--- config.mk ---
export PLATFORM = sky130hd
export DESIGN_NAME = imm_extend_stage
export DESIGN_NICKNAME = d
export VERILOG_FILES = /design/src/rtl/imm_extend_stage.sv
export SDC_FILE = /design/constraint.sdc
export NUM_CORES = 1
export LEC_CHECK = 0
export CAP_MARGIN = 20
export CELL_PAD_IN_SITES_DETAIL_PLACEMENT = 0
export CELL_PAD_IN_SITES_GLOBAL_PLACEMENT = 1
export CORE_AREA = 8 8 89 91
export DETAILED_ROUTE_END_ITERATION = 10
export DIE_AREA = 0 0 97 99
export GPL_ROUTABILITY_DRIVEN = 0
export PLACE_DENSITY_LB_ADDON = 0.1
export SLEW_MARGIN = 20
export SYNTH_ARGS = -nofsm -noshare
export SYNTH_HDL_FRONTEND = slang
export SYNTH_SLANG_ARGS = --single-unit
--- constraint.sdc ---
create_clock -name clk_i -period 1.4 [get_ports clk_i]
set_clock_uncertainty 0.1 [all_clocks]
set_input_delay 0.35 -clock clk_i [delete_from_list [all_inputs] [get_ports clk_i]]
set_output_delay 0.35 -clock clk_i [all_outputs]
set_load 0.01 [all_outputs]
--- src/rtl/imm_extend_stage.sv ---
// Immediate extension with an ID/EX pipeline register.
// b_add_o is always the branch-form offset; id_ex_o/mode_o/valid_o are registered with stall/flush.
module imm_extend_stage #(
   parameter int IN_W    = 16,
   parameter int OUT_W   = 32,
   parameter int B_SHIFT = 2
) (
   input  logic             clk_i,
   input  logic             rst_i,
   input  logic             stall_i,
   input  logic             flush_i,
   input  logic             valid_i,
   input  logic [1:0]       mode_i,
   input  logic [IN_W-1:0]  if_id_i,
   output logic [OUT_W-1:0] b_add_o,
   output logic [OUT_W-1:0] id_ex_o,
   output logic [1:0]       mode_o,
   output logic             valid_o
);

   localparam logic [1:0] MODE_SEXT   = 2'd0;
   localparam logic [1:0] MODE_ZEXT   = 2'd1;
   localparam logic [1:0] MODE_UPPER  = 2'd2;
   localparam logic [1:0] MODE_BRANCH = 2'd3;

   localparam int UP_OFS = OUT_W - IN_W;

   logic [OUT_W-1:0] sext_w;
   logic [OUT_W-1:0] zext_w;
   logic [OUT_W-1:0] upper_w;
   logic [OUT_W-1:0] branch_w;
   logic [OUT_W-1:0] ext_w;

   logic [OUT_W-1:0] id_ex_q, id_ex_d;
   logic [1:0]       mode_q,  mode_d;
   logic             valid_q, valid_d;

   // Bitwise construction keeps IN_W == OUT_W legal (no zero-width replications).
   for (genvar i = 0; i < OUT_W; i++) begin : g_ext
      if (i < IN_W) begin : g_low
         assign sext_w[i] = if_id_i[i];
         assign zext_w[i] = if_id_i[i];
      end else begin : g_high
         assign sext_w[i] = if_id_i[IN_W-1];
         assign zext_w[i] = 1'b0;
      end
      if (i >= UP_OFS) begin : g_up
         assign upper_w[i] = if_id_i[i-UP_OFS];
      end else begin : g_up_zero
         assign upper_w[i] = 1'b0;
      end
   end

   assign branch_w = sext_w << B_SHIFT;
   assign b_add_o  = branch_w;

   always_comb begin
      ext_w = sext_w;
      unique case (mode_i)
         MODE_SEXT:   ext_w = sext_w;
         MODE_ZEXT:   ext_w = zext_w;
         MODE_UPPER:  ext_w = upper_w;
         MODE_BRANCH: ext_w = branch_w;
         default:     ext_w = sext_w;
      endcase
   end

   always_comb begin
      id_ex_d = id_ex_q;
      mode_d  = mode_q;
      valid_d = valid_q;
      if (flush_i) begin
         id_ex_d = '0;
         mode_d  = MODE_SEXT;
         valid_d = 1'b0;
      end else if (!stall_i) begin
         // Loaded even for bubbles; consumers qualify with valid_o.
         id_ex_d = ext_w;
         mode_d  = mode_i;
         valid_d = valid_i;
      end
   end

   always_ff @(posedge clk_i) begin
      if (rst_i) begin
         id_ex_q <= '0;
         mode_q  <= MODE_SEXT;
         valid_q <= 1'b0;
      end else begin
         id_ex_q <= id_ex_d;
         mode_q  <= mode_d;
         valid_q <= valid_d;
      end
   end

   assign id_ex_o = id_ex_q;
   assign mode_o  = mode_q;
   assign valid_o = valid_q;

endmodule
# Yosys cells after proc, flatten, opt, wreduce, memory -nomap -nowiden
# Cells that the tools add are included.
# word_totals
out_inout_bits	67
elab_cells	9
reg_bits	35
inputBits	23
# classes
reduce_logical	2
n_eq_ne	3
muxes	1
# op_table
operator	count
$pmux W32 S4	1
$eq A2 B2 Y1 const B	2
$eq A2 B1 Y1 const B	1
$logic_not A2 Y1	1
$reduce_or A2 Y1	1

# Depth between registers and ports, before layout
# Gate-level depths: netlist of the first run.
# depth
depth_word	2
ltp_mapped	5
ltp_nobuf	3

# Worst setup path after synthesis of the first run
# Ideal clock, no wire load.
# synth_path
path_kind	input to register
start	input mode_i[0]
end	register id_ex_q[16] (netlist: id_ex_o[16])
setup_slack_ps	83
required_ps	1175
setup_ps	125
path_buffers	1
cell_stages	4
t_arrival_ps	1093
cell_sequence	buf_6 > mux2_2 > a221oi_1 > nor3_1
# synth_via
elab_chain_cells	2
elab_cells_between_ends	5
cone_classes	eq/ne (3); mux (1); reduce/logical (1)
# synth_rtl
element	line	text
from (decl)	13	input logic [1:0] mode_i,
$eq A2 B2 Y1, or another cell as far along	59	unique case (mode_i)
$pmux W32 S4 (*)	59	
to (signal assigned)	90	id_ex_q <= id_ex_d;
to (decl)	34	logic [OUT_W-1:0] id_ex_q, id_ex_d;
# Mark *: on every way between the ends. The rest lies on a longest branch, timed or not.
# A chain may end at the register's enable or synchronous reset.

# Worst setup path in the final report of the first run
# layout_path
start	register id_ex_q[22] (netlist: id_ex_o[22])
end	output id_ex_o[22]
# layout_lines
element	line	text
to (decl)	16	output logic [OUT_W-1:0] id_ex_o,
# No word-level cell between the ends.

==> results.md, run 1 <==
- ANT nets after route: 0
- Via density: 4.377
- H-tree levels: 2
- Worst path max stage delay: roughly 0.34 ns
- Worst skew pair latency: 0.29 ns
- Crit-path leading delay family: flip-flops
- Fill cell count: just under 700
- Count of port buffers added during placement: 87
- Routed len/inst: 15.89 um
- I/O Pins: 90
- Vias in the first global route: 1637
- Fin crit share: 0.9707
- Synth Warn #: 0
- Area contributors post-synth: dfxtp_1, buf_4, a221oi_2
- # rows: 30
- CTS tree: done
- CP Max Fanout: 2
- Syn_area_per_cell: roughly 9.5 sq um
- Final WL: 5.688 mm
- Min Tclk post-route: 1.359 ns
- Worst Hold Path EP: id_ex_o[31]
- WHS Path Cells: 2
- Status: completed
- Total iterations of the first detailed-routing run: 4
- Fin util: 0.4166
- Crit. End Element: output port
- Critical path, cell by cell: dlygate4sd2_1
- Setup violators final: 0
- Diode count: 0
- Area leader, netlist: dfxtp_1
- Mapped Cells: 194
- Hold path start: id_ex_o[31]
- Fmax: 735.8 MHz
- First-pass GRT wire length: ~9.2 mm
- TritonCTS buffer count: 5
- Aggregate global-route resource usage: 0.1173
- # hold bufs at CTS: 0
- Crit Path Class: reg2out
- Initial core utilization: 0.2792
- Dominant synthesized flop cell: dfxtp_1
- Die Footprint: 9603 sq um
- Worst vdd ir: 0.5359 mV
- LEAKAGE: 1.247 nW
- RSZ-0062 raised after global routing: no
- Wl on met1: between 2 and 3 mm
- Fraction of final layout cells with drive strength greater than 1: 0.3381
- Pins Over Slew Limit: 0
- Yosys reg bits: 35
- Root Buffer Master: clkbuf_8
- Dpl cells: 347
- Largest net degree at the start of global routing: 26
- Max Used Layer: met4
- Met3 WL: 368 um
- GRT overflow: 0
- Synth Cell Area: 1834 sq um
- Via count: roughly 1.6k
- Worst reg-to-reg path cell count: 2
- Met2 wire length: about 2.5 mm
- Post-Layout Cell Count: 358
- Reg-to-reg endpoint: id_ex_o[25]
- Area occupied by multi-input gates: 745.7 sq um
- DR DRC count: 0
- CP max-delay cell: dfxtp_1
- Crit path buf inv count: 1
- Post-synthesis sequential area ratio: 0.3820
- Cell variety after synth: 23
- DRT iter0 DRCs: 36
- Required arrival time at the worst endpoint: 0.95 ns
- Detailed Place HPWL: 4.266 mm
- Hold Crit Class: reg2reg
- Clock sinks: 35
- Core area: 6569 sq um
- Hold Vio Cnt, Final: 0
- Clk slew on worst S/H paths: 0.08 ns
- Clock buffer depth: 2
- EDFF count, synth: 0
- R2R Setup Slk: 0.57 ns
- Max-Cap Viols: 0
- Share of the synthesized area in the top cell type: 0.3820
- Die width: 97 um
- WP data arrival: just over 0.9 ns
- Chip Height: 99 um
- Synth-to-Final Area Change: 49.18%
- Post-synth ARST share: 0
- FF-to-FF Start: id_ex_o[25]
- Sequential Area: 700.7 sq um
- Layout net count: 300
- Cell Pwr Density: a little under 1000 nW/um^2
- Initial antenna violation count: 0
- Setup crit start kind: register
==> cell families (layout without fill, tap and decap cells) <==
logic type / after synthesis / count (layout) / share of synthesized area
buffers and inverters: 64 / 146 / 0.2251
and+or+nand+nor: 55 / 56 / 0.1528
DFF: 35 / 35 / 0.3820
AOI/OAI and AO/OA: 34 / 34 / 0.2005
muxes: 4 / 4 / 0.02251
other: 1 / 2 / 0.002044
xor gates and xnor gates: 1 / 1 / 0.01501
==> worst min-delay path, cell delays in order (launching register included) <==
cell     delay [ns]
dfxtp_1        0.32
nand2_1        0.05
a21oi_1        0.05
==> final cells by class <==
type | count | area share
Clock inverter | 2 | 0.02195
Timing Repair Buffer | 122 | 0.3635
Tap cell | 80 | 0.03658
Inverter | 16 | 0.02286
Multi-Input combinational cell | 97 | 0.2725
Clock buffer | 6 | 0.02652
Sequential cell | 35 | 0.2561
==> sequential cells by signal, summed over array words and instances (netlist names) <==
signal,cells
mode_o,2
valid_o,1
id_ex_o,32
==> what timing repair did <==
item                       in CTS  in global routing
pin swaps                       4                  0
gates cloned                    2                  0
setup endpoints to repair      95                 11
buffers inserted                1                  0
gates resized for setup       186                 12
==> cell usage after synthesis, drive strengths merged, types with 2 or more instances <==
cell type and count:
a21oi 2, a221oi 29, a22oi 2, buf 45
clkbuf 3, dfxtp 35, inv 16, mux2i 3
nand2 15, nor2 7, nor2b 16, nor3 15
==> per-layer routing <==
| metal | track usage | vias to the layer above |
|---|---|---|
| li1 | - | 804 |
| met1 | 0.1513 | 709 |
| met2 | 0.1776 | 49 |
| met3 | 0.04199 | 5 |
| met4 | 0.03550 | 0 |
| met5 | 0 | - |
==> report_power, final <==
group	switching (mW)	internal (mW)	total, mW
logic	0.274	0.272	0.546
registers	0.0190	1.04	1.05
clock network	0.383	0.712	1.10
==> placed cells by master, fill, tap and decap left out, drive strengths merged <==
| cell | instances |
|---|---|
| clkbuf | 7 |
| buf | 66 |
| nor2 | 7 |
| nand2 | 15 |
| a22oi | 2 |
| nor2b | 16 |
| clkdlybuf4s15 | 11 |
| or2 | 1 |
| mux2i | 3 |
| conb | 2 |
| and2 | 2 |
| a21oi | 2 |
| bufinv | 2 |
| xnor2 | 1 |
| dlygate4sd2 | 41 |
| dfxtp | 35 |
| nor3 | 15 |
| mux2 | 1 |
| a211o | 1 |
| inv | 16 |
| a221oi | 29 |
| clkdlybuf4s50 | 3 |
==> stage by stage <==
step	TNS (ns)	setup WS (ns)	total power [mW]	hold slack, ns	instance area [sq um]
after floorplan	0	0.08261	1.396	0.3761	1838
after global placement	-28.19	-0.5893	1.699	0.3575	2749
after detailed placement	-28.51	-0.6080	1.700	0.3600	2749
after CTS	0	0.01474	2.743	0.3688	2728
after global routing	0	0.0007276	2.826	0.3934	2736
final	0	0.04099	2.695	0.3684	2736
==> worst max-delay path by stage <==
stage                     cells past startpoint           to   startpoint  slack [ns]
after CTS                                     1  id_ex_o[22]  id_ex_o[22]        0.01
after detailed placement                      3  b_add_o[18]  if_id_i[15]       -0.61
after floorplan                               4  id_ex_o[16]    mode_i[0]        0.08
final                                         1  id_ex_o[22]  id_ex_o[22]        0.04
after global placement                        3  b_add_o[18]  if_id_i[15]       -0.59
after global routing                          1  id_ex_o[22]  id_ex_o[22]      0.0007
No activity file was read; power rests on OpenSTA's default activity.
==> inputs of run 2 (changes only) <==
- CORE_AREA: 8 8 89 91 -> 2 2 116 62
- DIE_AREA: 0 0 97 99 -> 0 0 118 64
- REMOVE_ABC_BUFFERS: unset -> 1
==> run 2 against run 1 <==
  * Sequential share of layout area up 0.19 points
  * Register-to-register slack worse by 0.05 ns
  * Power up 1.2%
  * Combinational power down 3.8%
  * Critical endpoint is now id_ex_o[12]
  * Clock power up 5%
  * Die area down 21%
  * Worst hold slack worse by 0.013 ns
  * Via count up 1.4%
  * Cell area down 0.73%
==> results.md, run 2 (synthesis gave the netlist of run 1 again) <==
- Status: completed
- FF-to-FF Start: id_ex_o[18]
- Largest net degree at the start of global routing: 36
- Final WL: 5.102 mm
- Root Buffer Master: clkbuf_16
- H-tree levels: 2
- Fin crit share: 0.9811
- Hold path start: id_ex_o[31]
- Detailed Place HPWL: 3.648 mm
- Hold Vio Cnt, Final: 0
- ANT nets after route: 0
- Worst path max stage delay: 0.33 ns
- Fraction of final layout cells with drive strength greater than 1: 0.3309
- Routed len/inst: 13.90 um
- TritonCTS buffer count: 5
- Fmax: 728.0 MHz
- GRT overflow: 0
- Post-Layout Cell Count: 367
- # hold bufs at CTS: 0
- Crit. End Element: output port
- Crit-path leading delay family: flip-flops
- Max FFs per register: 32
- Most common cell after layout, fill and taps aside: dlygate4sd2_1
- Worst skew pair latency: 0.27 ns
- Min Tclk post-route: roughly 1.4 ns
- Crit Path Class: reg2out
- LEAKAGE: 1.274 nW
- Clock sinks: 35
- Commonest non-fill, non-tap cells in the layout: dlygate4sd2_1, dfxtp_1, buf_2
- Core area: 6490 sq um
- Setup crit start kind: register
- Count of port buffers added during placement: between 80 and 90
- Layout net count: 297
- Total iterations of the first detailed-routing run: 4
- # rows: 21
- WP data arrival: approximately 0.9 ns
- Reg-to-reg endpoint: id_ex_o[18]
- CP max-delay cell: dfxtp_1
- First-pass GRT wire length: 8.418 mm
- Power Total: between 2 and 3 mW
- Min Hold Slack: 0.3559 ns
- CTS tree: done
- Worst Hold Path EP: id_ex_o[31]
- Crit path buf inv count: 1
- DR DRC count: 0
- Fill cell count: ~700
- Vias in the first global route: ~1.6k
- I/O Pins: 90
- RSZ-0062 raised after global routing: no
- Initial antenna violation count: 0
- Post-route cell area: 2716 sq um
- Die width: between 100 and 150 um
- Setup violators final: 0
- Hold Crit Class: reg2reg
- Via density: about 4.3
- Critical path, cell by cell: dlygate4sd2_1
- Clk slew on worst S/H paths: 0.05 ns
- Required arrival time at the worst endpoint: 0.95 ns
- Pins Over Slew Limit: 0
- Worst vdd ir: 0.3777 mV
- DRT iter0 DRCs: 26
- WHS Path Cells: 2
- Cell Pwr Density: roughly 1000 nW/um^2
- Die Footprint: 7552 sq um
- Max-Cap Viols: 0
- Clock buffer depth: 2
- Placed Instance Area: 2714 sq um
- Worst reg-to-reg path cell count: 2
- R2R Setup Slk: 0.52 ns
- Chip Height: between 60 and 70 um
- Aggregate global-route resource usage: 0.1412
- Via count: 1589
- Initial core utilization: 0.2826
- Diode count: 0
- CP Max Fanout: 2
- Dpl cells: 354
- Crit. Startpoint: id_ex_o[12]
- Synth-to-Final Area Change: 48.09%
==> run 2: cell types whose count changed in the layout (fill, tap and decap cells not counted), sizes merged <==
| cell | change |
|---|---|
| and2 | -1 |
| buf | -2 |
| clkdlybuf4s15 | -10 |
| clkbuf | +3 |
| bufinv | -2 |
| dlygate4sd2 | +9 |
==> run 2: per-layer routing <==
layer / track usage / routed length (um) / up-vias
met1: 0.2015 / 2667 / 730
li1: - / - / 797
met5: 0 / 0 / -
met3: 0.04732 / 376 / 2
met2: 0.2013 / 2021 / 60
met4: 0.03765 / 36 / 0
==> run 2: how the worst max path moves through the flow <==
stage	depth (start not counted)	end
floorplan	2	id_ex_o[10]
global placement	4	id_ex_o[27]
detailed placement	4	id_ex_o[28]
CTS	7	id_ex_o[26]
global route	4	id_ex_o[28]
finish	1	id_ex_o[12]
==> run 2: layout make-up <==
class                   instances  area, sq um  share of cell area
multi-input cells              96        737.0              0.2713
inverters                      16        60.06             0.02211
repair buffers                120        947.2              0.3487
well taps                      92        115.1             0.04238
flip-flops and latches         35        700.7              0.2579
clock buffers                   8        156.4             0.05758
==> run 2: timing repair <==
item,in CTS,in global routing
pin swaps,3,1
setup endpoints to repair,95,30
gates cloned,1,0
setup buffers,4,0
gates resized for setup,179,7
==> run 2: power by group <==
part           total, mW  internal (mW)  switching [mW]
logic              0.525          0.258           0.268
clock network       1.15          0.757           0.389
registers           1.06           1.04          0.0204
total               2.73           2.05           0.677
==> run 2: tightest hold or removal path: stages, from the launching register on <==
cell     delay [ns]
dfxtp_1        0.31
nand2_1        0.05
a21oi_1        0.05
==> run 2: through the flow <==
| step | setup TNS (ns) | utilization | setup slack [ns] |
|---|---|---|---|
| floorplan | -2.167 | - | -0.09706 |
| global placement | -32.36 | 0.4182 | -0.6472 |
| detailed placement | -32.91 | 0.4182 | -0.6760 |
| CTS | 0 | 0.4180 | 0.01792 |
| global route | 0 | 0.4185 | 0.003416 |
| finish | 0 | 0.4185 | 0.02643 |
